File: config.mk
export PLATFORM = sky130hd
export DESIGN_NAME = lock_code_sender
export DESIGN_NICKNAME = d
export VERILOG_FILES = /design/src/rtl/lock_pkg.sv /design/src/rtl/lock_resp_monitor.sv /design/src/rtl/lock_code_sender.sv
export SDC_FILE = /design/constraint.sdc
export NUM_CORES = 1
export LEC_CHECK = 0
export ABC_AREA = 1
export BUFFER_PORTS_ARGS = -buffer_cell sky130_fd_sc_hd__buf_4
export CORE_ASPECT_RATIO = 0.6
export CORE_MARGIN = 5
export CORE_UTILIZATION = 40
export DETAILED_ROUTE_END_ITERATION = 10
export SYNTH_ARGS = -nofsm -noshare
export SYNTH_HDL_FRONTEND = slang
export SYNTH_SLANG_ARGS = --single-unit
File: constraint.sdc
create_clock -name clk_i -period 1.71 [get_ports clk_i]
set_input_delay 0.513 -clock clk_i [delete_from_list [all_inputs] [get_ports clk_i]]
set_output_delay 0.513 -clock clk_i [all_outputs]
set_load 0.02 [all_outputs]
File: src/rtl/lock_pkg.sv
// Shared definitions for the three-button lock and its code sender.
// Holds symbol encodings, the sender FSM state type, monitor result codes,
// the lock's correct code and a symbol-to-button decode helper.
package lock_pkg;

    // 2-bit code symbols; blank consumes a press slot without a button.
    localparam logic [1:0] SYM_BLANK = 2'b00;
    localparam logic [1:0] SYM_A     = 2'b01;
    localparam logic [1:0] SYM_B     = 2'b10;
    localparam logic [1:0] SYM_C     = 2'b11;

    // Code that opens the lock: B, C, A, C (symbol 0 in bits [1:0]).
    localparam logic [7:0] LOCK_CODE = 8'hDE;

    typedef enum logic [1:0] {
        ST_IDLE  = 2'd0,
        ST_PRESS = 2'd1,
        ST_GAP   = 2'd2,
        ST_WAIT  = 2'd3
    } sender_state_t;

    typedef enum logic [1:0] {
        RES_NONE    = 2'd0,
        RES_PASS    = 2'd1,
        RES_FAIL    = 2'd2,
        RES_TIMEOUT = 2'd3
    } resp_t;

    // Decode a symbol to one-hot buttons, returned as {C, B, A}.
    function automatic logic [2:0] sym_to_btn(input logic [1:0] sym);
        logic [2:0] btn;
        btn = 3'b000;
        case (sym)
            SYM_A:   btn = 3'b001;
            SYM_B:   btn = 3'b010;
            SYM_C:   btn = 3'b100;
            default: btn = 3'b000;
        endcase
        return btn;
    endfunction

endpackage

File: src/rtl/lock_resp_monitor.sv
// Watches the lock's Unlock/Alarm while the sender is in WAIT.
// Ports: clk_i, rst_i, en_i (sender in WAIT), unlock_i, alarm_i in;
//        hit_o (result available this cycle), res_o (result code) out.
// Flags are ignored for the first SETTLE WAIT cycles; Alarm beats Unlock;
// a TimedOut hit is raised in WAIT cycle TIMEOUT-1 if nothing else hit.
module lock_resp_monitor
    import lock_pkg::*;
#(
    parameter int SETTLE  = 2,
    parameter int TIMEOUT = 8
) (
    input  logic  clk_i,
    input  logic  rst_i,
    input  logic  en_i,
    input  logic  unlock_i,
    input  logic  alarm_i,
    output logic  hit_o,
    output resp_t res_o
);

    localparam int WW = (TIMEOUT > 2) ? $clog2(TIMEOUT) : 1;

    logic [WW-1:0] w_q;
    logic          sample_ok;

    assign sample_ok = (w_q >= WW'(SETTLE));

    always_comb begin
        hit_o = 1'b0;
        res_o = RES_NONE;
        if (en_i) begin
            if (sample_ok && alarm_i) begin
                hit_o = 1'b1;
                res_o = RES_FAIL;
            end else if (sample_ok && unlock_i) begin
                hit_o = 1'b1;
                res_o = RES_PASS;
            end else if (w_q == WW'(TIMEOUT - 1)) begin
                hit_o = 1'b1;
                res_o = RES_TIMEOUT;
            end
        end
    end

    // Counter restarts from 0 on every entry into WAIT.
    always_ff @(posedge clk_i or posedge rst_i) begin
        if (rst_i) begin
            w_q <= '0;
        end else if (!en_i || hit_o) begin
            w_q <= '0;
        end else begin
            w_q <= w_q + 1'b1;
        end
    end

endmodule

File: src/rtl/lock_code_sender.sv
// Plays a stored code into the lock as single-cycle one-hot A/B/C presses
// spaced by GAP idle cycles, then reports Pass/Fail/TimedOut from the lock.
// Ports: clk_i, rst_i, start_i, code_i, unlock_i, alarm_i in; a_o/b_o/c_o,
//        busy_o, done_o, pass_o, fail_o, timed_out_o out (all registered).
// Optional LOCK_SENDER_ABORT_EN adds abort_i / aborted_o.
module lock_code_sender
    import lock_pkg::*;
#(
    parameter int CODE_LEN = 4,
    parameter int GAP      = 2,
    parameter int SETTLE   = 2,
    parameter int TIMEOUT  = 8
) (
    input  logic                  clk_i,
    input  logic                  rst_i,
    input  logic                  start_i,
    input  logic [2*CODE_LEN-1:0] code_i,
    input  logic                  unlock_i,
    input  logic                  alarm_i,
    output logic                  a_o,
    output logic                  b_o,
    output logic                  c_o,
    output logic                  busy_o,
    output logic                  done_o,
    output logic                  pass_o,
    output logic                  fail_o,
    output logic                  timed_out_o
`ifdef LOCK_SENDER_ABORT_EN
    ,
    input  logic                  abort_i,
    output logic                  aborted_o
`endif
);

    localparam int IW = (CODE_LEN > 1) ? $clog2(CODE_LEN) : 1;
    localparam int GW = (GAP > 1) ? $clog2(GAP) : 1;

    sender_state_t         state_q;
    logic [2*CODE_LEN-1:0] code_q;   // remaining symbols, next one in [1:0]
    logic [IW-1:0]         idx_q;    // index of the symbol being played
    logic [GW-1:0]         gap_q;
    logic [2:0]            btn_q;    // {C, B, A}
    logic                  busy_q, done_q, pass_q, fail_q, tmo_q;
    logic                  hit;
    resp_t                 res;
    logic                  abort_w;
    logic                  last_sym;

`ifdef LOCK_SENDER_ABORT_EN
    logic aborted_q;
    assign abort_w   = abort_i;
    assign aborted_o = aborted_q;
`else
    assign abort_w = 1'b0;
`endif

    assign last_sym = (idx_q == IW'(CODE_LEN - 1));

    lock_resp_monitor #(
        .SETTLE  (SETTLE),
        .TIMEOUT (TIMEOUT)
    ) u_mon (
        .clk_i    (clk_i),
        .rst_i    (rst_i),
        .en_i     (state_q == ST_WAIT),
        .unlock_i (unlock_i),
        .alarm_i  (alarm_i),
        .hit_o    (hit),
        .res_o    (res)
    );

    always_ff @(posedge clk_i or posedge rst_i) begin
        if (rst_i) begin
            state_q <= ST_IDLE;
            code_q  <= '0;
            idx_q   <= '0;
            gap_q   <= '0;
            btn_q   <= 3'b000;
            busy_q  <= 1'b0;
            done_q  <= 1'b0;
            pass_q  <= 1'b0;
            fail_q  <= 1'b0;
            tmo_q   <= 1'b0;
`ifdef LOCK_SENDER_ABORT_EN
            aborted_q <= 1'b0;
`endif
        end else begin
            done_q <= 1'b0;
            if (abort_w && state_q != ST_IDLE) begin
                // Abort wins over a result arriving in the same cycle.
                btn_q   <= 3'b000;
                done_q  <= 1'b1;
                busy_q  <= 1'b0;
                state_q <= ST_IDLE;
`ifdef LOCK_SENDER_ABORT_EN
                aborted_q <= 1'b1;
`endif
            end else begin
                case (state_q)
                    ST_IDLE: begin
                        if (start_i) begin
                            btn_q   <= sym_to_btn(code_i[1:0]);
                            code_q  <= {2'b00, code_i[2*CODE_LEN-1:2]};
                            idx_q   <= '0;
                            busy_q  <= 1'b1;
                            pass_q  <= 1'b0;
                            fail_q  <= 1'b0;
                            tmo_q   <= 1'b0;
                            state_q <= ST_PRESS;
`ifdef LOCK_SENDER_ABORT_EN
                            aborted_q <= 1'b0;
`endif
                        end
                    end
                    ST_PRESS: begin
                        if (GAP > 0) begin
                            btn_q   <= 3'b000;
                            gap_q   <= '0;
                            state_q <= ST_GAP;
                        end else if (last_sym) begin
                            btn_q   <= 3'b000;
                            state_q <= ST_WAIT;
                        end else begin
                            btn_q  <= sym_to_btn(code_q[1:0]);
                            code_q <= {2'b00, code_q[2*CODE_LEN-1:2]};
                            idx_q  <= idx_q + 1'b1;
                        end
                    end
                    ST_GAP: begin
                        if (gap_q == GW'(GAP - 1)) begin
                            if (last_sym) begin
                                state_q <= ST_WAIT;
                            end else begin
                                btn_q   <= sym_to_btn(code_q[1:0]);
                                code_q  <= {2'b00, code_q[2*CODE_LEN-1:2]};
                                idx_q   <= idx_q + 1'b1;
                                state_q <= ST_PRESS;
                            end
                        end else begin
                            gap_q <= gap_q + 1'b1;
                        end
                    end
                    ST_WAIT: begin
                        if (hit) begin
                            done_q  <= 1'b1;
                            busy_q  <= 1'b0;
                            pass_q  <= (res == RES_PASS);
                            fail_q  <= (res == RES_FAIL);
                            tmo_q   <= (res == RES_TIMEOUT);
                            state_q <= ST_IDLE;
                        end
                    end
                    default: state_q <= ST_IDLE;
                endcase
            end
        end
    end

    assign a_o         = btn_q[0];
    assign b_o         = btn_q[1];
    assign c_o         = btn_q[2];
    assign busy_o      = busy_q;
    assign done_o      = done_q;
    assign pass_o      = pass_q;
    assign fail_o      = fail_q;
    assign timed_out_o = tmo_q;

endmodule

# ---- Word level (Yosys, flattened, before mapping)
# Index checks and enable logic that the tools add are counted.
# W data, S select, Z words.
dict set report op_classes {
  n_lt_le_gt_ge 1
  n_eq_ne 18
  addsub 3
  n_reduce_logical 13
  mux 42
}
# cell count
set op_table {}
lappend op_table {{$pmux W3 S3} 3}
lappend op_table {{$mux W8} 3}
lappend op_table {{$mux W2} 11}
lappend op_table {{$eq A2 B2 Y1 const B} 9}
lappend op_table {{$pmux W8 S2} 1}
lappend op_table {{$mux W1} 13}
lappend op_table {{$mux W3} 4}
lappend op_table {{$pmux W1 S2} 5}
lappend op_table {{$eq A2 B1 Y1 const B} 4}
lappend op_table {{$ne A2 B2 Y1 const B} 4}
lappend op_table {{$pmux W2 S4} 1}
lappend op_table {{$reduce_and A4 Y1} 2}
lappend op_table {{$reduce_and A3 Y1} 2}
lappend op_table {{$reduce_bool A2 Y1} 3}
lappend op_table {{$pmux W2 S2} 1}
lappend op_table {{$add A3 B1 Y3 const B} 1}
lappend op_table {{$eq A3 B3 Y1 const B} 1}
lappend op_table {{$ge A3 B2 Y1 const B} 1}
lappend op_table {{$reduce_bool A3 Y1} 1}
lappend op_table {{$add A2 B1 Y2 const B} 1}
lappend op_table {{$logic_and A1 B1 Y1} 2}
lappend op_table {{$logic_not A2 Y1} 1}
lappend op_table {{$add A1 B1 Y1 const B} 1}
lappend op_table {{$logic_not A1 Y1} 1}
lappend op_table {{$logic_or A1 B1 Y1} 1}
dict set report totals {
  out_inout_bits 8
  ff_bits 24
}

# ---- Longest topological paths before layout
dict set report logic_depth {
  word_depth 8
  depth_mapped 10
  mapped_depth_nobuf 9
}

# ---- Hierarchy
# Synthesis repeated with hierarchy kept, for this count alone.
dict set report unflattened {
  hier_cells 174
  area_unflattened_um2 1275.0
}
# mod seq_area_each_um2 instances area_per_inst_um2 cells_per_inst
set by_module_without_submodules {}
lappend by_module_without_submodules {lock_code_sender 475.5 1 1059.8 146}
lappend by_module_without_submodules {lock_resp_monitor 75.1 1 215.2 28}

# ---- Worst setup path before layout
# Ideal clock, no wire load.
dict set report synth_timing {
  kind {register to register}
  from {reg state_q[0]}
  to {reg idx_q[0]}
  arrival_time_ns 1.329
  synth_period_minus_slack_ns 1.449
  required_ns 1.590
  path_slack_ns 0.261
  path_stages_with_launch 11
  cell_sequence {dfrtp_1 > inv_1 > ha_1 > buf_6 > nand2_1 > inv_2 > nor2_4 > nand2_4 > buf_12 > nand2_2 > o21ai_2}
}
dict set report synth_via {
  elab_chain_cells 3
  word_cells_on_any_way 8
  cone_classes {4 x eq/ne; 1 x mux; 3 x reduce/logical}
}
# element line_no
set synth_rtl {}
lappend synth_rtl {{from (decl)} lock_code_sender.sv:38} ;# sender_state_t state_q;
lappend synth_rtl {{from (signal assigned)} lock_code_sender.sv:74} ;# state_q <= ST_IDLE;
lappend synth_rtl {{from (signal assigned)} lock_code_sender.sv:94} ;# state_q <= ST_IDLE;
lappend synth_rtl {{from (signal assigned)} lock_code_sender.sv:109} ;# state_q <= ST_PRESS;
lappend synth_rtl {{$eq A2 B2 Y1 or $logic_not A2 Y1 (tied branches)} lock_code_sender.sv:99} ;# case (state_q)
lappend synth_rtl {{$ne A2 B2 Y1 (no source line) or $reduce_bool A2 Y1 (tied branches)} --}
lappend synth_rtl {{$reduce_and A4 Y1 (no source line)} --}
lappend synth_rtl {{to (signal assigned)} lock_code_sender.sv:126} ;# idx_q <= idx_q + 1'b1;
lappend synth_rtl {{to (signal assigned)} lock_code_sender.sv:136} ;# idx_q <= idx_q + 1'b1;
lappend synth_rtl {{to (decl)} lock_code_sender.sv:40} ;# logic [IW-1:0] idx_q;
# Parallel ways exist; a longest one is shown, timed or not.
# A chain may end at the register's enable or synchronous reset.

# ---- Final worst setup path
dict set report layout_timing {
  from {reg state_q[1]}
  to {reg code_q[3]}
}
dict set report layout_via {
  elab_chain_cells 3
  word_cells_on_any_way 8
  cone_classes {4 x eq/ne; 1 x mux; 3 x reduce/logical}
}
# element line_no
set layout_rtl {}
lappend layout_rtl {{$eq A2 B2 Y1 or $logic_not A2 Y1 (tied branches)} lock_code_sender.sv:99}
lappend layout_rtl {{$ne A2 B2 Y1 (no source line) or $reduce_bool A2 Y1 (tied branches)} --}
lappend layout_rtl {{$reduce_and A4 Y1 (no source line)} --}
lappend layout_rtl {{to (signal assigned)} lock_code_sender.sv:103} ;# code_q <= {2'b00, code_i[2*CODE_LEN-1:2]};
lappend layout_rtl {{to (signal assigned)} lock_code_sender.sv:125} ;# code_q <= {2'b00, code_q[2*CODE_LEN-1:2]};
lappend layout_rtl {{to (signal assigned)} lock_code_sender.sv:135} ;# code_q <= {2'b00, code_q[2*CODE_LEN-1:2]};
lappend layout_rtl {{to (decl)} lock_code_sender.sv:39} ;# logic [2*CODE_LEN-1:0] code_q;
# Parallel ways exist; a longest one is shown, timed or not.

==> results.md <==
* Max clock buf depth at 2
* Initial Util at 0.418
* DR vias at 884
* Max_cap viols at 0
* Area of the core at 2870 µm²
* Post-synthesis mux area share at 0.0334
* DIE HEIGHT at 52.4 µm
* Avg Cell Area, Syn at 9.16 µm²
* Unrepaired setup endpoints after global routing: false
* Status: complete, no violations
* Avg Vias per Cell at 4.49
* DRT iter0 DRCs at 19
* Fmax at 0.642 GHz
* Combinational share of power at 0.497
* Std-Cell Rows at 15
* GPL Wtd Cong at 0.836
* Worst-Skew Late Latency at 0.26 ns
* Worst vdd ir at 0.633 mV
* Register Area at 551 µm²
* # setup viols final at 0
* Global-route track usage on met3 at 0.0412
* Synth Instances at 131
* Hold WC Path Type: input port to async pin
* Internal power at 1.36 mW
* Sequential area share after synthesis at 0.459
* HPWL Detailed at 1750 µm
* Nets@finish at 176
* Global Route met1 Usage at 0.173
* Gr ovfl total at 0
* Placed inst area at 1390 µm²
* Power density cells at 1640 nW/µm²
* Clk pwr share at 0.153
* Final hold violation count at 0
* Crit-path max FO at 14
* Simple-Gate Fraction of Synth Area at 0.242
* Yosys cell types at 25
* Worst-path clk slew at 0.08 ns
* # IOs at 21
* Post-CTS Hold Buffers at 0
* Fin area at 1440 µm²
* Commonest non-fill, non-tap cell in the layout: nand2_1
* Flop2flop setup slack at 0.15 ns
* Largest net degree at the start of global routing at 23
* Slew @ Worst Pin at 0.274 ns
* P_leak at 0.757 nW
* Die X-Extent at 80.7 µm
* Overall Global Routing Usage at 0.124
* Synthesized cell area at 1200 µm²
* Clock Sinks at 22
* Vias in the first global route at 870
* Share of layout cells above drive strength 1 at 0.297
* Drt wl/cell at 10.8 µm
* Clk_skew at 0.00135 ns
* Synth Flop Type: dfrtp_1
* Final antenna diode count at 0
* Global-route wire length before repair at 4020 µm
* Mapped Nets at 151
* Routed Antenna Nets at 0
* Seq cells post-synth at 22
* Port Buffers at 20
* Switch share at 0.423
* CP startpoint kind: flop
* P_sw at 0.999 mW
* Seq pwr share at 0.350
* FFs w/ async S/R, synth at 1.00
* Compound-Gate Fraction of Synth Area at 0.115
* Final Cycle Share at 0.911
* Crit path time final at 1.56 ns
* Drt drc at 0
* Crit-path max cell delay at 0.42 ns
* CTS tree: done
* DR pass1 iterations at 2
* CP Class: flop to flop
* H-tree lvl count at 1
* Buf/Inv on CP at 1
* Die area at 4230 µm²
* Xor/xnor share of the synthesized area at 0
* Worst Path Required at 1.86 ns
* Number of fill cells at 283
* EDFF count, synth at 0
* Critical path capture point type: flop
* Area growth syn-to-layout at 20.3%
* Crit path DAT at 1.71 ns
* Most used cell, CP: nand2_1
* Most Crowded Layer GR: met2
* Crit path max-delay cell type: dfrtp_1
* CP Cell Sequence: inv_1 > ha_1 > nand2_1 > o21ai_4 > nor2_4 > nand2_4 > nand2_1 > o21ai_2
* Synth warn at 0
* Met2 usage at 0.184
* Worst slew margin at 0.817
* Max Slew Vio Count at 0
* Clock Tree Root: clkbuf_8
* Dominant delay contributor by cell family on the critical path: simple AND/OR/NAND/NOR gates
* Post-Route WL at 2130 µm
* CTS Buf Count at 3
* Multi-input gate area at 558 µm²
* Setup tns final at 0 ns
* Adder-Cell Fraction of Synth Area at 0.0730
* Most frequent cells in the layout: 35 x nand2_1, 22 x dfrtp_1, 22 x buf_4
* Largest family of logic cells by synthesized area: simple AND/OR/NAND/NOR gates
* Initial antenna violation count at 0
-- path summary, 6_finish.rpt --
path,startpoint,to,depth (start not counted)
max in group asynchronous,rst_i,u_mon.w_q[2]$_DFF_PP0_,3
min in group clk_i,u_mon.w_q[0]$_DFF_PP0_,u_mon.w_q[0]$_DFF_PP0_,1
setup reg to reg,state_q[1]$_DFFE_PP0P_,code_q[3]$_DFFE_PP0P_,8
setup / recovery,state_q[1]$_DFFE_PP0P_,code_q[3]$_DFFE_PP0P_,8
hold reg to reg,u_mon.w_q[0]$_DFF_PP0_,u_mon.w_q[0]$_DFF_PP0_,1
hold / removal,rst_i,timed_out_o$_DFFE_PP0P_,3
-- synthesized netlist by cell type (2+ instances only) --
cell type | instances | share of area
a21oi_1 | 5 | 0.021
dfrtp_1 | 22 | 0.46
ha_1 | 7 | 0.073
inv_1 | 14 | 0.044
mux2i_1 | 4 | 0.033
nand2_1 | 35 | 0.11
nand2_2 | 5 | 0.026
nand3_1 | 5 | 0.021
nand4_1 | 3 | 0.016
nor2_1 | 9 | 0.028
o21a_1 | 2 | 0.013
o21ai_2 | 7 | 0.051
-- area by class of cell --
class / instances / share of cell area
sequential: 22 / 0.381
timing repair buffer: 22 / 0.114
multi-input combinational: 91 / 0.386
tap: 42 / 0.0364
inverter: 16 / 0.0433
clock buffer: 4 / 0.0381
-- routing by layer --
layer  vias up  routed length, µm
li1        470                  -
met2        17                897
met1       397               1120
met5         -                  0
met4         0                  0
met3         0                116
-- tightest hold or removal path: stages --
cell   delay, ns
buf_4       0.11
inv_1       0.04
buf_4       0.27
-- what timing repair did --
action                                  in CTS  in global routing
endpoints found under the hold margin        0                  0
gates resized for setup                      0                  1
setup buffers                                0                  0
endpoints found under the setup margin       0                  7
-- power groups by stage --
stage,Clock [mW],Sequential (mW),Combinational [mW]
after CTS,0.379,0.827,1.19
after global routing,0.396,0.851,1.34
after detailed placement,0,0.838,1.17
after global placement,0,0.831,1.16
after floorplan,0,0.873,0.948
final,0.362,0.826,1.17
-- flip-flops by register name, summed over array words and instances, names as in the netlist --
| name | count |
|---|---|
| state_q | 2 |
| timed_out_o | 1 |
| gap_q | 1 |
| btn_q | 3 |
| idx_q | 2 |
| code_q | 6 |
| done_o | 1 |
| busy_o | 1 |
| pass_o | 1 |
| u_mon.w_q | 3 |
| fail_o | 1 |
-- through the flow --
| stage | util | setup slack, ns | std cells | total power [mW] | hold slack, ns |
|---|---|---|---|---|---|
| 5_1_grt | 0.503 | 0.00112 | 197 | 2.59 | 0.333 |
| 4_1_cts | 0.502 | 0.0783 | 197 | 2.39 | 0.296 |
| 6_report | 0.503 | 0.152 | 197 | 2.36 | 0.286 |
| 2_1_floorplan | - | 0.261 | 131 | 1.82 | 0.432 |
| 3_5_place_dp | 0.483 | 0.101 | 193 | 2.01 | 0.456 |
| 3_3_place_gp | 0.483 | 0.112 | 193 | 1.99 | 0.447 |
-- cell families after synthesis --
logic type,after synthesis
and+or+nand+nor,62
DFF,22
AOI/OAI and AO/OA,18
buffers and inverters,18
adders and majority gates,7
muxes,4
(Power assumes the default switching activity.)
